<file path="src/rtl/glue_gate_bank_if.sv">
// Pin bundle for glue_gate_bank: per-channel gate inputs, config write port,
// registered gate outputs and change pulses.
interface glue_gate_bank_if #(
  parameter int unsigned CHANNELS = 4
);
  localparam int unsigned CH_W = (CHANNELS > 1) ? $clog2(CHANNELS) : 1;

  logic [CHANNELS-1:0] a;
  logic [CHANNELS-1:0] b;
  logic                cfg_we;
  logic [CH_W-1:0]     cfg_ch;
  logic [2:0]          cfg_fn;
  logic [CHANNELS-1:0] y;
  logic [CHANNELS-1:0] chg;

  modport master (output a, b, cfg_we, cfg_ch, cfg_fn, input y, chg);
  modport slave  (input a, b, cfg_we, cfg_ch, cfg_fn, output y, chg);
endinterface

</file>
<file path="src/rtl/glue_gate_bank.sv">
// Bank of configurable two-input gates: each input is synchronised and deglitched,
// then combined by a per-channel function code into a registered output with change pulses.
module glue_gate_bank #(
  parameter int unsigned CHANNELS    = 4,
  parameter int unsigned FILT_CYCLES = 3
) (
  input logic             clk,
  input logic             rst_n,
  glue_gate_bank_if.slave bus
);

  localparam int unsigned CH_W  = (CHANNELS > 1) ? $clog2(CHANNELS) : 1;
  localparam int unsigned NB    = 2 * CHANNELS;
  localparam int unsigned CNT_W = 8;
  localparam logic [CNT_W-1:0] CNT_LAST = CNT_W'(FILT_CYCLES - 1);

  localparam logic [2:0] FN_NAND = 3'b000;
  localparam logic [2:0] FN_AND  = 3'b001;
  localparam logic [2:0] FN_NOR  = 3'b010;
  localparam logic [2:0] FN_OR   = 3'b011;
  localparam logic [2:0] FN_XOR  = 3'b100;
  localparam logic [2:0] FN_XNOR = 3'b101;
  localparam logic [2:0] FN_A    = 3'b110;

  // Bits [CHANNELS-1:0] carry the A inputs, bits [NB-1:CHANNELS] the B inputs.
  logic [NB-1:0]                 s1, s2, filt, filt_nxt;
  logic [NB-1:0][CNT_W-1:0]      cnt, cnt_nxt;
  logic [CHANNELS-1:0][2:0]      fn, fn_nxt;
  logic [CHANNELS-1:0]           y_q, y_nxt, chg_q;

  function automatic logic gate(input logic [2:0] f, input logic x, input logic z);
    case (f)
      FN_NAND: gate = ~(x & z);
      FN_AND:  gate = x & z;
      FN_NOR:  gate = ~(x | z);
      FN_OR:   gate = x | z;
      FN_XOR:  gate = x ^ z;
      FN_XNOR: gate = ~(x ^ z);
      FN_A:    gate = x;
      default: gate = ~x;
    endcase
  endfunction

  // Deglitch filters, config write decode and gate evaluation.
  always_comb begin
    filt_nxt = filt;
    cnt_nxt  = cnt;
    fn_nxt   = fn;
    y_nxt    = y_q;
    for (int i = 0; i < int'(NB); i++) begin
      if (s2[i] == filt[i]) begin
        cnt_nxt[i] = '0;
      end else if (cnt[i] == CNT_LAST) begin
        filt_nxt[i] = s2[i];
        cnt_nxt[i]  = '0;
      end else begin
        cnt_nxt[i] = cnt[i] + CNT_W'(1);
      end
    end
    // Out-of-range channel indices match no entry and are dropped.
    for (int i = 0; i < int'(CHANNELS); i++) begin
      if (bus.cfg_we && (bus.cfg_ch == CH_W'(i))) fn_nxt[i] = bus.cfg_fn;
      y_nxt[i] = gate(fn[i], filt[i], filt[int'(CHANNELS) + i]);
    end
  end

  always_ff @(posedge clk or negedge rst_n) begin
    if (!rst_n) begin
      s1    <= '0;
      s2    <= '0;
      filt  <= '0;
      cnt   <= '0;
      fn    <= '0;
      y_q   <= '1;
      chg_q <= '0;
    end else begin
      s1    <= {bus.b, bus.a};
      s2    <= s1;
      filt  <= filt_nxt;
      cnt   <= cnt_nxt;
      fn    <= fn_nxt;
      chg_q <= y_nxt ^ y_q;
      y_q   <= y_nxt;
    end
  end

  assign bus.y   = y_q;
  assign bus.chg = chg_q;

endmodule

</file>
<file path="src/flat_wrapper.sv">
// flat-port wrapper written by rule: the top's interface ports become plain ports
module glue_gate_bank_flat 
#(
  parameter int unsigned CHANNELS    = 4,
  parameter int unsigned FILT_CYCLES = 3
)
  (clk, rst_n, bus_a, bus_b, bus_cfg_we, bus_cfg_ch, bus_cfg_fn, bus_y, bus_chg);
  glue_gate_bank_if #(.CHANNELS(CHANNELS)) bus_i ();
  input logic clk;
  input logic rst_n;
  input wire logic [$bits(bus_i.a)-1:0] bus_a;
  input wire logic [$bits(bus_i.b)-1:0] bus_b;
  input wire logic [$bits(bus_i.cfg_we)-1:0] bus_cfg_we;
  input wire logic [$bits(bus_i.cfg_ch)-1:0] bus_cfg_ch;
  input wire logic [$bits(bus_i.cfg_fn)-1:0] bus_cfg_fn;
  output wire logic [$bits(bus_i.y)-1:0] bus_y;
  output wire logic [$bits(bus_i.chg)-1:0] bus_chg;
  assign bus_i.a = bus_a;
  assign bus_i.b = bus_b;
  assign bus_i.cfg_we = bus_cfg_we;
  assign bus_i.cfg_ch = bus_cfg_ch;
  assign bus_i.cfg_fn = bus_cfg_fn;
  assign bus_y = bus_i.y;
  assign bus_chg = bus_i.chg;
  glue_gate_bank #(.CHANNELS(CHANNELS), .FILT_CYCLES(FILT_CYCLES)) u_core (.clk(clk), .rst_n(rst_n), .bus(bus_i));
endmodule
</file>
<file path="config.mk">
export PLATFORM = sky130hd
export DESIGN_NAME = glue_gate_bank_flat
export DESIGN_NICKNAME = d
export VERILOG_FILES = /design/src/rtl/glue_gate_bank_if.sv /design/src/rtl/glue_gate_bank.sv /design/src/flat_wrapper.sv
export SDC_FILE = /design/constraint.sdc
export NUM_CORES = 1
export LEC_CHECK = 0
export ABC_CLOCK_PERIOD_IN_PS = 2000
export BUFFER_PORTS_ARGS = -buffer_cell sky130_fd_sc_hd__buf_2
export CAP_MARGIN = 10
export CORE_UTILIZATION = 50
export CTS_CLUSTER_DIAMETER = 30
export DETAILED_ROUTE_END_ITERATION = 8
export PLACE_DENSITY = 0.7
export SLEW_MARGIN = 20
export SYNTH_ARGS = -nofsm -noshare
export SYNTH_HDL_FRONTEND = slang
export SYNTH_SLANG_ARGS = --single-unit
</file>
<file path="constraint.sdc">
create_clock -name clk -period 2 [get_ports clk]
set_clock_uncertainty 0.2 [all_clocks]
set_input_delay 0.4 -clock clk [delete_from_list [all_inputs] [get_ports clk]]
set_output_delay 0.4 -clock clk [all_outputs]
set_load 0.01 [all_outputs]
</file>
[After elaboration in Yosys (flattened, before gate mapping)]
Cells that the tools add are included.
W data, S select, Z words.
Cells by class
  add/subtract/negate cells: 8
  equal/unequal tests: 43
  multiplexer cells: 20
  bitwise gates (word level): 37
  reduce and logical (&&, ||, !) cells: 17
Operators by type and width (number)
  $mux W8: 16
  $add A8 B1 Y8 const B: 8
  $eq A8 B2 Y1 const B: 8
  $eq A3 B3 Y1 const B: 12
  $pmux W1 S7: 4
  $eq A3 B2 Y1 const B: 8
  $not A1 Y1: 24
  $reduce_and A2 Y1: 8
  $eq A3 B1 Y1 const B: 4
  $logic_not A3 Y1: 4
  $eq A1 B1 Y1: 8
  $and A1 B1 Y1: 4
  $eq A2 B2 Y1 const B: 2
  $logic_and A1 B1 Y1: 4
  $or A1 B1 Y1: 4
  $xor A1 B1 Y1: 4
  $xor A4 B4 Y4: 1
  $eq A2 B1 Y1 const B: 1
  $logic_not A2 Y1: 1
Word-level totals
  register bits after elaboration: 108
  bits of input ports: 16
  output and inout port bits: 8
  logic and storage cells: 149

[Depth between registers and ports, before layout]
Gate-level depths: netlist (run 1).
  word-level depth: 4
  gate-level depth with buffers: 5
  mapped depth without buffers: 5

[Least setup slack after synthesis (run 1)]
Ideal clock, no wire load.
  kind: reg2reg
  from: register u_core.cnt[0] in the netlist's numbering
  to: register u_core.filt[0]
  library setup time: 0.125 ns
  arrival time: 1.557 ns
  data required time: 1.675 ns
  slack: 0.118 ns
  cell stages (with the launch flop): 6
  path buffers: 0
  clock period less this slack: 1.882 ns
  cells stage by stage: dfrtp_1 -> inv_1 -> ha_1 -> or4b_4 -> nor4_2 -> mux2_2
On the way
  longest elaborated chain between the ends: 2
Ends and longest elaborated chain
  start: declaration: RTL line glue_gate_bank.sv:27  | logic [NB-1:0][CNT_W-1:0] cnt, cnt_nxt;
  start signal: assignment: RTL line glue_gate_bank.sv:80  | cnt <= cnt_nxt;
  $eq A8 B2 Y1: RTL line glue_gate_bank.sv:53  | end else if (cnt[i] == CNT_LAST) begin
  $reduce_and A2 Y1 (no source line)
  end signal: assignment: RTL line glue_gate_bank.sv:79  | filt <= filt_nxt;
  end: declaration: RTL line glue_gate_bank.sv:26  | logic [NB-1:0] s1, s2, filt, filt_nxt;
Every way passes these cells.
A chain may end at the register's enable or synchronous reset.

[Worst setup path in the final report (run 1)]
  from: register u_core.cnt[32] in the netlist's numbering
  to: register u_core.filt[4]
Same word-level chain as after synthesis.

==> results.ini, run 1 <==
[clock_tree]
clock_sinks = 108
cts_tree = built
h-tree-depth = 3
numCtsBuffers = 9
worstSkewPairLatency_ps = 370
root_buffer = clkbuf_8
cts_max_path_buffers = 2
clk_pin_slew_ps = 110

[cells_and_area]
drive_gt1_frac = 0.2094
nets = 522
area_growth_pct = 14.71
area.sequential_um2 = 2708
multi_input_area_um2 = 2168
stdcell_count = 621
fill_cells = 846
design_area_um2 = 5736

[yosys]
ys.flop_type = dfrtp_1
synth_area_um2 = 5000
synth_top_cell_area_share = 0.5205
ys_seq_area_frac = 0.5415
synth_fp_nets = 464
netlist_top_cells_count = 104 x dfrtp_1, 40 x nor2_1, 33 x nand3_1
ys_warn_count = 0
avgSynthCellArea_um2 = 11.79
async_reset_ff_frac = 1.000
synth_area_leaders = dfrtp_1 52%, ha_1 6.0%, mux2_2 4.5%
synth_seq_cells = 108
yosys.area.top_type = dfrtp_1
synth_cells = 424
synth.most_common_cell = dfrtp_1
ys_types = 25
synth_edf_count = 0

[floorplan]
dieArea_um2 = 10400
design.core.area_um2 = 9729
die_y_um = 102.0
ioPinCount = 24
placementRows = 36
start_util = 0.5139
die_w_um = 102.0

[timing]
tightest_slew_ps = 512.8
period_minus_slack_ps = 1904
rsz0062_at_grt = yes
slew_headroom = 0.6574
clock.fmax_ghz = 0.5251
hold_ws_ps = 100.9
finalSetupViolCount = 0
fin_tns_setup_ps = 0
fin_crit_sh = 0.9521
slew_viol_final = 0
hold_violations = 0

[placed_design]
place.gp.congestion = 0.7833
placed_cells = 592
io_buffers = 23
place_area_um2 = 5389
dp_hpwl_mm = 5.979

[drt]
vias_per_cell = 5.253
wl_per_cell_um = 13.11
vias = 3262
drtAntennaViolNets = 0
drt_pass1_iterations = 4
drc = 0
drt_iter0_drc = 108
wl_mm = 8.142

[critical_path]
cp_data_arrival_time_ps = 1980
startpoint_type = flop
r2r_slack_ps = 100
crit_fanout = 2
crit_required_ps = 2070
criticalPathCategory = flop to flop
setup.worst_path.end_class = flop

[power_and_ir_drop]
ir_drop_v = 0.0006939
cellPowerDensity_nw_per_um2 = 1132
leakagePower_nw = 2.510
p_total_mw = 6.494

[run_status]
status = finished, final reports clean

[global_route]
grt_pass1_vias = 3281
grt_pass1_wl_mm = 14.47
grt_max_degree = 42
overflow = 0
gr-usage-all-layers = 0.1806
grt_antenna_before_repair = 2

[flow_run]
max_cap_violations = 0

[min_path]
hold_class = input port to flop

## report_power, final
group	total (mW)	switching, mW	leakage [nW]	internal, mW
Clock	1.46	0.741	0.116	0.716
Combinational	2.05	0.993	1.01	1.06
Sequential	2.98	0.367	1.39	2.62
Total	6.49	2.10	2.51	4.39
## sequential cells by signal, indices dropped and copies added (netlist names)
name	count
u_core.bus.chg	4
u_core.fn	12
u_core.bus.y	4
u_core.s1	8
u_core.cnt	64
u_core.filt	8
u_core.s2	8
## layout make-up
| type | instances | share of cell area |
|---|---|---|
| repair buffers | 51 | 0.06326 |
| well taps | 133 | 0.02901 |
| clock inverters | 7 | 0.01723 |
| diodes | 1 | 0.0004363 |
| multi-input cells | 284 | 0.3781 |
| clock buffers | 9 | 0.02160 |
| inverters | 28 | 0.01832 |
| flip-flops and latches | 108 | 0.4721 |
## worst paths after layout
kind	from	end	depth (start not counted)
max in group asynchronous	rst_n	u_core.bus.y[2]	3
min in group asynchronous	rst_n	u_core.fn[1]	2
setup / recovery	u_core.cnt[32]	u_core.filt[4]	5
hold reg to reg	u_core.s1[2]	u_core.s2[2]	0
hold / removal	bus_cfg_fn[2]	u_core.fn[11]	2
setup reg to reg	u_core.cnt[32]	u_core.filt[4]	5
## placed cells by master (no fill, tap or decap), types with 22 or more instances in the layout
master   count
a21oi_1     24
buf_2       22
dfrtp_1    104
ha_1        24
inv_1       28
nand3_1     33
nor2_1      40
o21ai_0     24
or3_1       28
xnor2_1     24
## timing repair
action	4_1_cts	5_1_grt
hold endpoints to repair	29	0
resized for setup	0	1
endpoints found under the setup margin	0	7
buffers inserted	0	3
hold buffers	9	0
## critical path, stage by stage (launching register included)
cell and delay, ps:
dfrtp_1 390, inv_1 60, ha_1 130, or4b_4 490, nor4_2 170, mux2_2 370
## cell families after synthesis
logic type | share of synthesized area
XOR/XNOR | 0.07708
flip-flops | 0.5415
multiplexers | 0.06306
AO/OA/AOI/OAI | 0.07908
adder cells (fa/ha/maj) | 0.06006
AND/OR/NAND/NOR | 0.1527
buffers and inverters | 0.02653
## stage by stage
step | setup slack [ps] | util
6_report | 95.75 | 0.5895
5_1_grt | -5.574 | 0.5895
4_1_cts | 69.17 | 0.5860
3_3_place_gp | 145.7 | 0.5539
3_5_place_dp | 85.23 | 0.5539
2_1_floorplan | 118.5 | -
## metal layers
metal,GRT usage,vias up,share of wire,routed length [um]
met5,0,-,0.0012,10
met4,0.06044,2,0.013,108
met3,0.06019,13,0.047,383
met2,0.3015,46,0.50,4044
met1,0.2208,1608,0.44,3596
li1,-,1593,-,-
(Power assumes the default switching activity.)
==> run 2, diff against run 1 <==
ABC_AREA = 1   (was unset)
==> run 2 against run 1 <==
Synthesized cell count grew 42%; cell count increased by 27%; critical path depth is 4 lower; sequential power is essentially flat; combinational power shrank 24%; largest power group unchanged; design area is 1.5% higher; maximum frequency grew 14%; clock power is 22% lower; global-route usage grew 0.40 points; sequential share of layout area down 0.72 points; flip-flop and latch count is the same; non-clock buffer count decreased by 15.
==> results.ini, run 2 <==
[run_status]
status = finished, final reports clean

[yosys]
synth_cells = 604  ; +42%
ys_warn_count = 0  ; unchanged
ys_seq_area_frac = 0.5180  ; -0.02359
synth_top_cell_area_share = 0.4978  ; -0.02267
netlist_top_cells_count = 137 x nand2_1, 104 x dfrtp_1, 88 x inv_1
synth_area_leaders = dfrtp_1 50%, nand2_1 9.8%, inv_1 6.3%
yosys.area.top_type = dfrtp_1
synth_seq_cells = 108  ; unchanged
synth_fp_nets = 644  ; +39%
async_reset_ff_frac = 1.000  ; unchanged
synth_edf_count = 0  ; unchanged
ys_types = 21  ; -16%
synth.most_common_cell = nand2_1
ys.flop_type = dfrtp_1
avgSynthCellArea_um2 = 8.655  ; -27%
synth_area_um2 = 5228  ; +4.6%

[critical_path]
critPathSlowestCell = dfstp_2
max_stage_delay_ps = 570  ; +80 ps
cp_data_arrival_time_ps = 1080  ; -900 ps
cp_top_family = flip-flops
crit_required_ps = 1400  ; -670 ps
cp.buffers_inverters = 1  ; unchanged
crit_fanout = 3  ; +1
r2r_slack_ps = 430  ; +330 ps
setup.worst_path.end_class = primary output
startpoint_type = flop
criticalPathCategory = flop to primary output
worstPathCellList = buf_2

[clock_tree]
h-tree-depth = 3  ; unchanged
numCtsBuffers = 9  ; unchanged
clock_sinks = 108  ; unchanged
clk_pin_slew_ps = 90  ; -20 ps
cts_tree = built
cts_max_path_buffers = 2  ; unchanged
worstSkewPairLatency_ps = 370  ; about the same
post_cts_resized = 0  ; unchanged
hold_buffers = 9  ; unchanged
cts_setup_buffers = 0  ; unchanged
root_buffer = clkbuf_8

[timing]
clock.fmax_ghz = 0.5965  ; +14%
slew_headroom = 0.6949  ; +0.03752
timing.final.ws_setup_ps = 323.5  ; +227.8 ps
tightest_slew_ps = 457.7  ; -55.17 ps
fin_tns_setup_ps = 0  ; unchanged
fin_crit_sh = 0.8382  ; -0.1139
period_minus_slack_ps = 1676  ; -227.8 ps
hold_ws_ps = 154.6  ; +53.74 ps
finalSetupViolCount = 0  ; unchanged
hold_violations = 0  ; unchanged
rsz0062_at_grt = no
slew_viol_final = 0  ; unchanged

[floorplan]
dieArea_um2 = 10870  ; +4.5%
design.core.area_um2 = 9955  ; +2.3%
start_util = 0.5251  ; +0.01125
placementRows = 36  ; unchanged
die_w_um = 104.3  ; +2.2%
die_y_um = 104.3  ; +2.2%
ioPinCount = 24  ; unchanged

[power_and_ir_drop]
p_sw_frac = 0.3561  ; +0.03257
p_seq_frac = 0.525  ; +0.066
cellPowerDensity_nw_per_um2 = 970.6  ; -14%
combPwrFrac = 0.274  ; -0.042
p_sw_mw = 2.013  ; -4.2%
p_total_mw = 5.653  ; -13%
internal-power_mw = 3.640  ; -17%
leakagePower_nw = 2.883  ; +15%
clkPwrFrac = 0.201  ; -0.023
ir_drop_v = 0.0004647  ; -33%

[cells_and_area]
design_area_um2 = 5824  ; +1.5%
reg.largest.list = u_core.cnt: 64 flops, u_core.fn: 12 flops
utilization = 0.5851  ; -0.004413
nets = 691  ; +32%
fill_cells = 881  ; +4.1%
top_register = u_core.cnt
layout_common_cells = 137 x nand2_1, 104 x dfrtp_1, 88 x inv_1
final_common_cell = nand2_1
drive_gt1_frac = 0.1372  ; -0.07225
stdcell_count = 789  ; +27%
n_antenna_cell = 0  ; -1
largest_register_ffs = 64  ; unchanged
area_growth_pct = 11.42
area.sequential_um2 = 2708  ; unchanged
multi_input_area_um2 = 2133  ; -1.6%

[drt]
drt_pass1_iterations = 4  ; unchanged
wl_mm = 8.923  ; +9.6%
wl_per_cell_um = 11.31  ; -14%
drtAntennaViolNets = 0  ; unchanged
drc = 0  ; unchanged
vias_per_cell = 4.866  ; -7.4%
drt_iter0_drc = 112  ; +3.7%
vias = 3839  ; +18%

[global_route]
gr-usage-all-layers = 0.1846  ; +0.004037
grt_pass1_vias = 3800  ; +16%
grt_max_degree = 34  ; -19%
overflow = 0  ; unchanged
grt_antenna_before_repair = 0  ; -2
grt_pass1_wl_mm = 16.26  ; +12%

[placed_design]
dp_hpwl_mm = 6.826  ; +14%
place_ws_ps = 426.0  ; +340.7 ps
place_area_um2 = 5579  ; +3.5%
place.gp.congestion = 0.8030  ; +2.5%
io_buffers = 23  ; unchanged
placed_cells = 764  ; +29%

[min_path]
hold_class = flop to flop

[flow_run]
max_cap_violations = 0  ; unchanged

-- run 2: cell families (layout without fill, tap and decap cells) --
family | after synthesis | count (layout) | synth area share
simple gates | 309 | 309 | 0.2767
flops | 108 | 108 | 0.5180
buf+inv | 103 | 155 | 0.07396
compound gates | 38 | 38 | 0.03710
fa+ha+maj | 24 | 24 | 0.05744
xor+xnor | 22 | 22 | 0.03686
-- run 2: power by group through the flow --
stage	logic (mW)	clock network (mW)	registers, mW
5_1_grt	1.83	1.27	3.04
2_1_floorplan	1.11	0	2.97
4_1_cts	1.59	1.19	2.98
3_3_place_gp	1.49	0	2.99
6_report	1.55	1.14	2.97
3_5_place_dp	1.57	0	3.02
-- run 2: layout make-up --
| cell class | count | share of cell area |
|---|---|---|
| flip-flops and latches | 108 | 0.4649 |
| multi-input cells | 393 | 0.3663 |
| inverters | 103 | 0.06638 |
| repair buffers | 36 | 0.04726 |
| well taps | 133 | 0.02857 |
| clock buffers | 14 | 0.02449 |
| clock inverters | 2 | 0.002148 |
-- run 2: final timing paths --
check / startpoint / to / depth (start not counted)
hold reg to reg: u_core.s1[4] / u_core.s2[4] / 0
max in group asynchronous: rst_n / u_core.bus.y[1] / 3
setup / recovery: u_core.bus.y[1] / bus_y[1] / 1
hold / removal: u_core.s1[4] / u_core.s2[4] / 0
setup reg to reg: u_core.filt[2] / u_core.bus.chg[2] / 9
min in group asynchronous: rst_n / u_core.cnt[15] / 2
-- run 2: metal layers --
metal | vias up | global-route usage | part of all wire
met5 | - | 0 | 0
met4 | 0 | 0.07755 | 0.019
met3 | 15 | 0.03759 | 0.024
met2 | 50 | 0.3138 | 0.49
met1 | 1787 | 0.2290 | 0.47
li1 | 1987 | - | -
==> run 3, diff against run 2 <==
ABC_CLOCK_PERIOD_IN_PS = 1600   (was 2000)
PLACE_DENSITY = 0.67   (was 0.7)
clock period = 1.6 ns   (was 2 ns; I/O delays follow)
==> run 3 against run 2 <==
Wire length grew 4.8%; sequential power grew 23%; clock power grew 29%; design area grew 3.7%; worst setup slack lost 270 ps; first-iteration DRC count grew 4.5%; core utilization grew 2.2 points; non-clock buffer count grew 17; critical endpoint is now bus_y[3]; highest routed layer unchanged.
==> results.ini, run 3 (synthesized netlist as in run 2, its figures left out) <==
[critical_path]
setup.worst_path.end_class = primary output
reg2reg_from = u_core.filt[5]
max_stage_delay_ps = 540  ; -30 ps
r2r_slack_ps = 80  ; -350 ps
startpoint = u_core.bus.y[3]
criticalPathCategory = flop to primary output
crit_required_ps = 1080  ; -320 ps
worstPathCellList = buf_2
cp.depth = 1  ; unchanged
cp_data_arrival_time_ps = 1030  ; -50 ps
cp_top_family = flip-flops
crit_fanout = 2  ; -1
critPathSlowestCell = dfstp_2
endpoint = bus_y[3]
r2r-end = u_core.bus.chg[1]
rr_worst_depth = 9  ; unchanged
cp.buffers_inverters = 1  ; unchanged
startpoint_type = flop

[drt]
vias_per_cell = 4.954  ; +1.8%
drc = 0  ; unchanged
vias = 3993  ; +4.0%
drt_pass1_iterations = 4  ; unchanged
wl_mm = 9.354  ; +4.8%
drtAntennaViolNets = 0  ; unchanged
drt_iter0_drc = 117  ; +4.5%
wl_per_cell_um = 11.61  ; +2.6%

[cells_and_area]
n_antenna_cell = 0  ; unchanged
area.sequential_um2 = 2708  ; unchanged
stdcell_count = 806  ; +2.2%
reg.largest.list = u_core.cnt: 64 flops, u_core.fn: 12 flops
nets = 708  ; +2.5%
area_growth_pct = 15.53
fill_cells = 853  ; -3.2%
drive_gt1_frac = 0.1917  ; +0.05448
multi_input_area_um2 = 2198  ; +3.0%
layout_common_cells = 130 x nand2_1, 104 x dfrtp_1, 86 x inv_1
final_common_cell = nand2_1
top_register = u_core.cnt
largest_register_ffs = 64  ; unchanged

[floorplan]
dieArea_um2 = 10870  ; unchanged
design.core.area_um2 = 9955  ; unchanged
start_util = 0.5251  ; unchanged
die_y_um = 104.3  ; unchanged
die_w_um = 104.3  ; unchanged
placementRows = 36  ; unchanged
ioPinCount = 24  ; unchanged

[timing]
clock.fmax_ghz = 0.6454
fin_tns_setup_ps = 0  ; unchanged
slew_viol_final = 0  ; unchanged
finalSetupViolCount = 0  ; unchanged
rsz0062_at_grt = yes
tightest_slew_ps = 413.6  ; -44.06 ps
fin_crit_sh = 0.9684
hold_violations = 0  ; unchanged
hold_ws_ps = 120.0  ; -34.62 ps
period_minus_slack_ps = 1549
slew_headroom = 0.7243  ; +0.02937

[power_and_ir_drop]
cellPowerDensity_nw_per_um2 = 1249  ; +29%
leakagePower_nw = 3.000  ; +4.0%
ir_drop_v = 0.0008782  ; +89%

[clock_tree]
numCtsBuffers = 9  ; unchanged
worstSkewPairLatency_ps = 370  ; about the same
clk_pin_slew_ps = 90  ; about the same
root_buffer = clkbuf_8
cts_tree = built
clock_sinks = 108  ; unchanged
cts_max_path_buffers = 2  ; unchanged
h-tree-depth = 3  ; unchanged

[global_route]
gr-usage-all-layers = 0.1854  ; +0.0008223
grt_antenna_before_repair = 0  ; unchanged
grt_pass1_wl_mm = 16.28  ; about the same
overflow = 0  ; unchanged
grt_max_degree = 29  ; -15%
grt_pass1_vias = 3736  ; -1.7%

[placed_design]
placed_cells = 765  ; +0.13%
io_buffers = 23  ; unchanged
dp_hpwl_mm = 6.777  ; -0.73%
place.gp.congestion = 0.8145  ; +1.4%

[run_status]
status = finished, final reports clean

[flow_run]
max_cap_violations = 0  ; unchanged

[min_path]
hold_class = input port to flop

==> run 3: cell count changes in the layout (fill, tap and decap cells not counted), moves of 2 or more <==
cell / delta
buf_2: -2
buf_4: +17
buf_6: +2
clkbuf_1: -4
clkinv_2: +3
inv_1: -2
inv_2: +2
inv_6: +2
nand2_1: -7
nand2_2: +7
nand3_1: -6
nand3_2: +6
nor2_1: -2
nor2_2: +2
==> run 3: area by class of cell <==
type                       count  share of cell area
clock inverter                 6            0.006215
clock buffer                  10             0.02113
multi-input combinational    393              0.3640
timing repair buffer          53             0.06878
inverter                     103             0.06401
sequential                   108              0.4483
tap                          133             0.02755
==> run 3: metal layers <==
layer	up-vias	global-route usage	wire length, um
met1	1888	0.2294	4227
met4	0	0.05510	155
met5	-	0	0
li1	2027	-	-
met3	15	0.04135	271
met2	63	0.3238	4700
==> run 3: how the worst min path moves through the flow <==
stage	end	cells after the start	start	slack, ps
final	u_core.fn[9]	3	bus_cfg_fn[0]	120
after global routing	u_core.fn[6]	3	bus_cfg_fn[0]	130
after CTS	u_core.fn[4]	3	bus_cfg_fn[1]	90
after detailed placement	u_core.cnt[13]	1	rst_n	90
after global placement	u_core.cnt[11]	1	rst_n	90
after floorplan	u_core.bus.chg[0]	0	rst_n	-180
==> run 3: timing repair <==
| item | CTS | global route |
|---|---|---|
| gates resized for setup | 0 | 21 |
| hold buffers | 9 | 0 |
| buffers inserted | 2 | 14 |
| hold endpoints to repair | 34 | 0 |
| setup endpoints to repair | 2 | 15 |
| pin swaps | 0 | 8 |
==> run 3: where the power goes <==
group / switching [mW] / total [mW] / internal [mW] / leakage [nW]
sequential: 0.425 / 3.65 / 3.23 / 1.40
clock: 0.901 / 1.47 / 0.568 / 0.0906
combinational: 1.38 / 2.42 / 1.04 / 1.51
total: 2.71 / 7.54 / 4.84 / 3.00
==> run 3: metrics by stage <==
step	instance area [um2]	total power, mW	util	setup slack, ps
finish	6040	7.545	0.6067	50.51
global route	6040	8.148	0.6067	-23.47
CTS	5857	7.272	0.5884	3.966
detailed placement	5587	5.713	0.5612	47.37
global placement	5587	5.600	0.5612	117.9
floorplan	5228	5.099	-	174.2
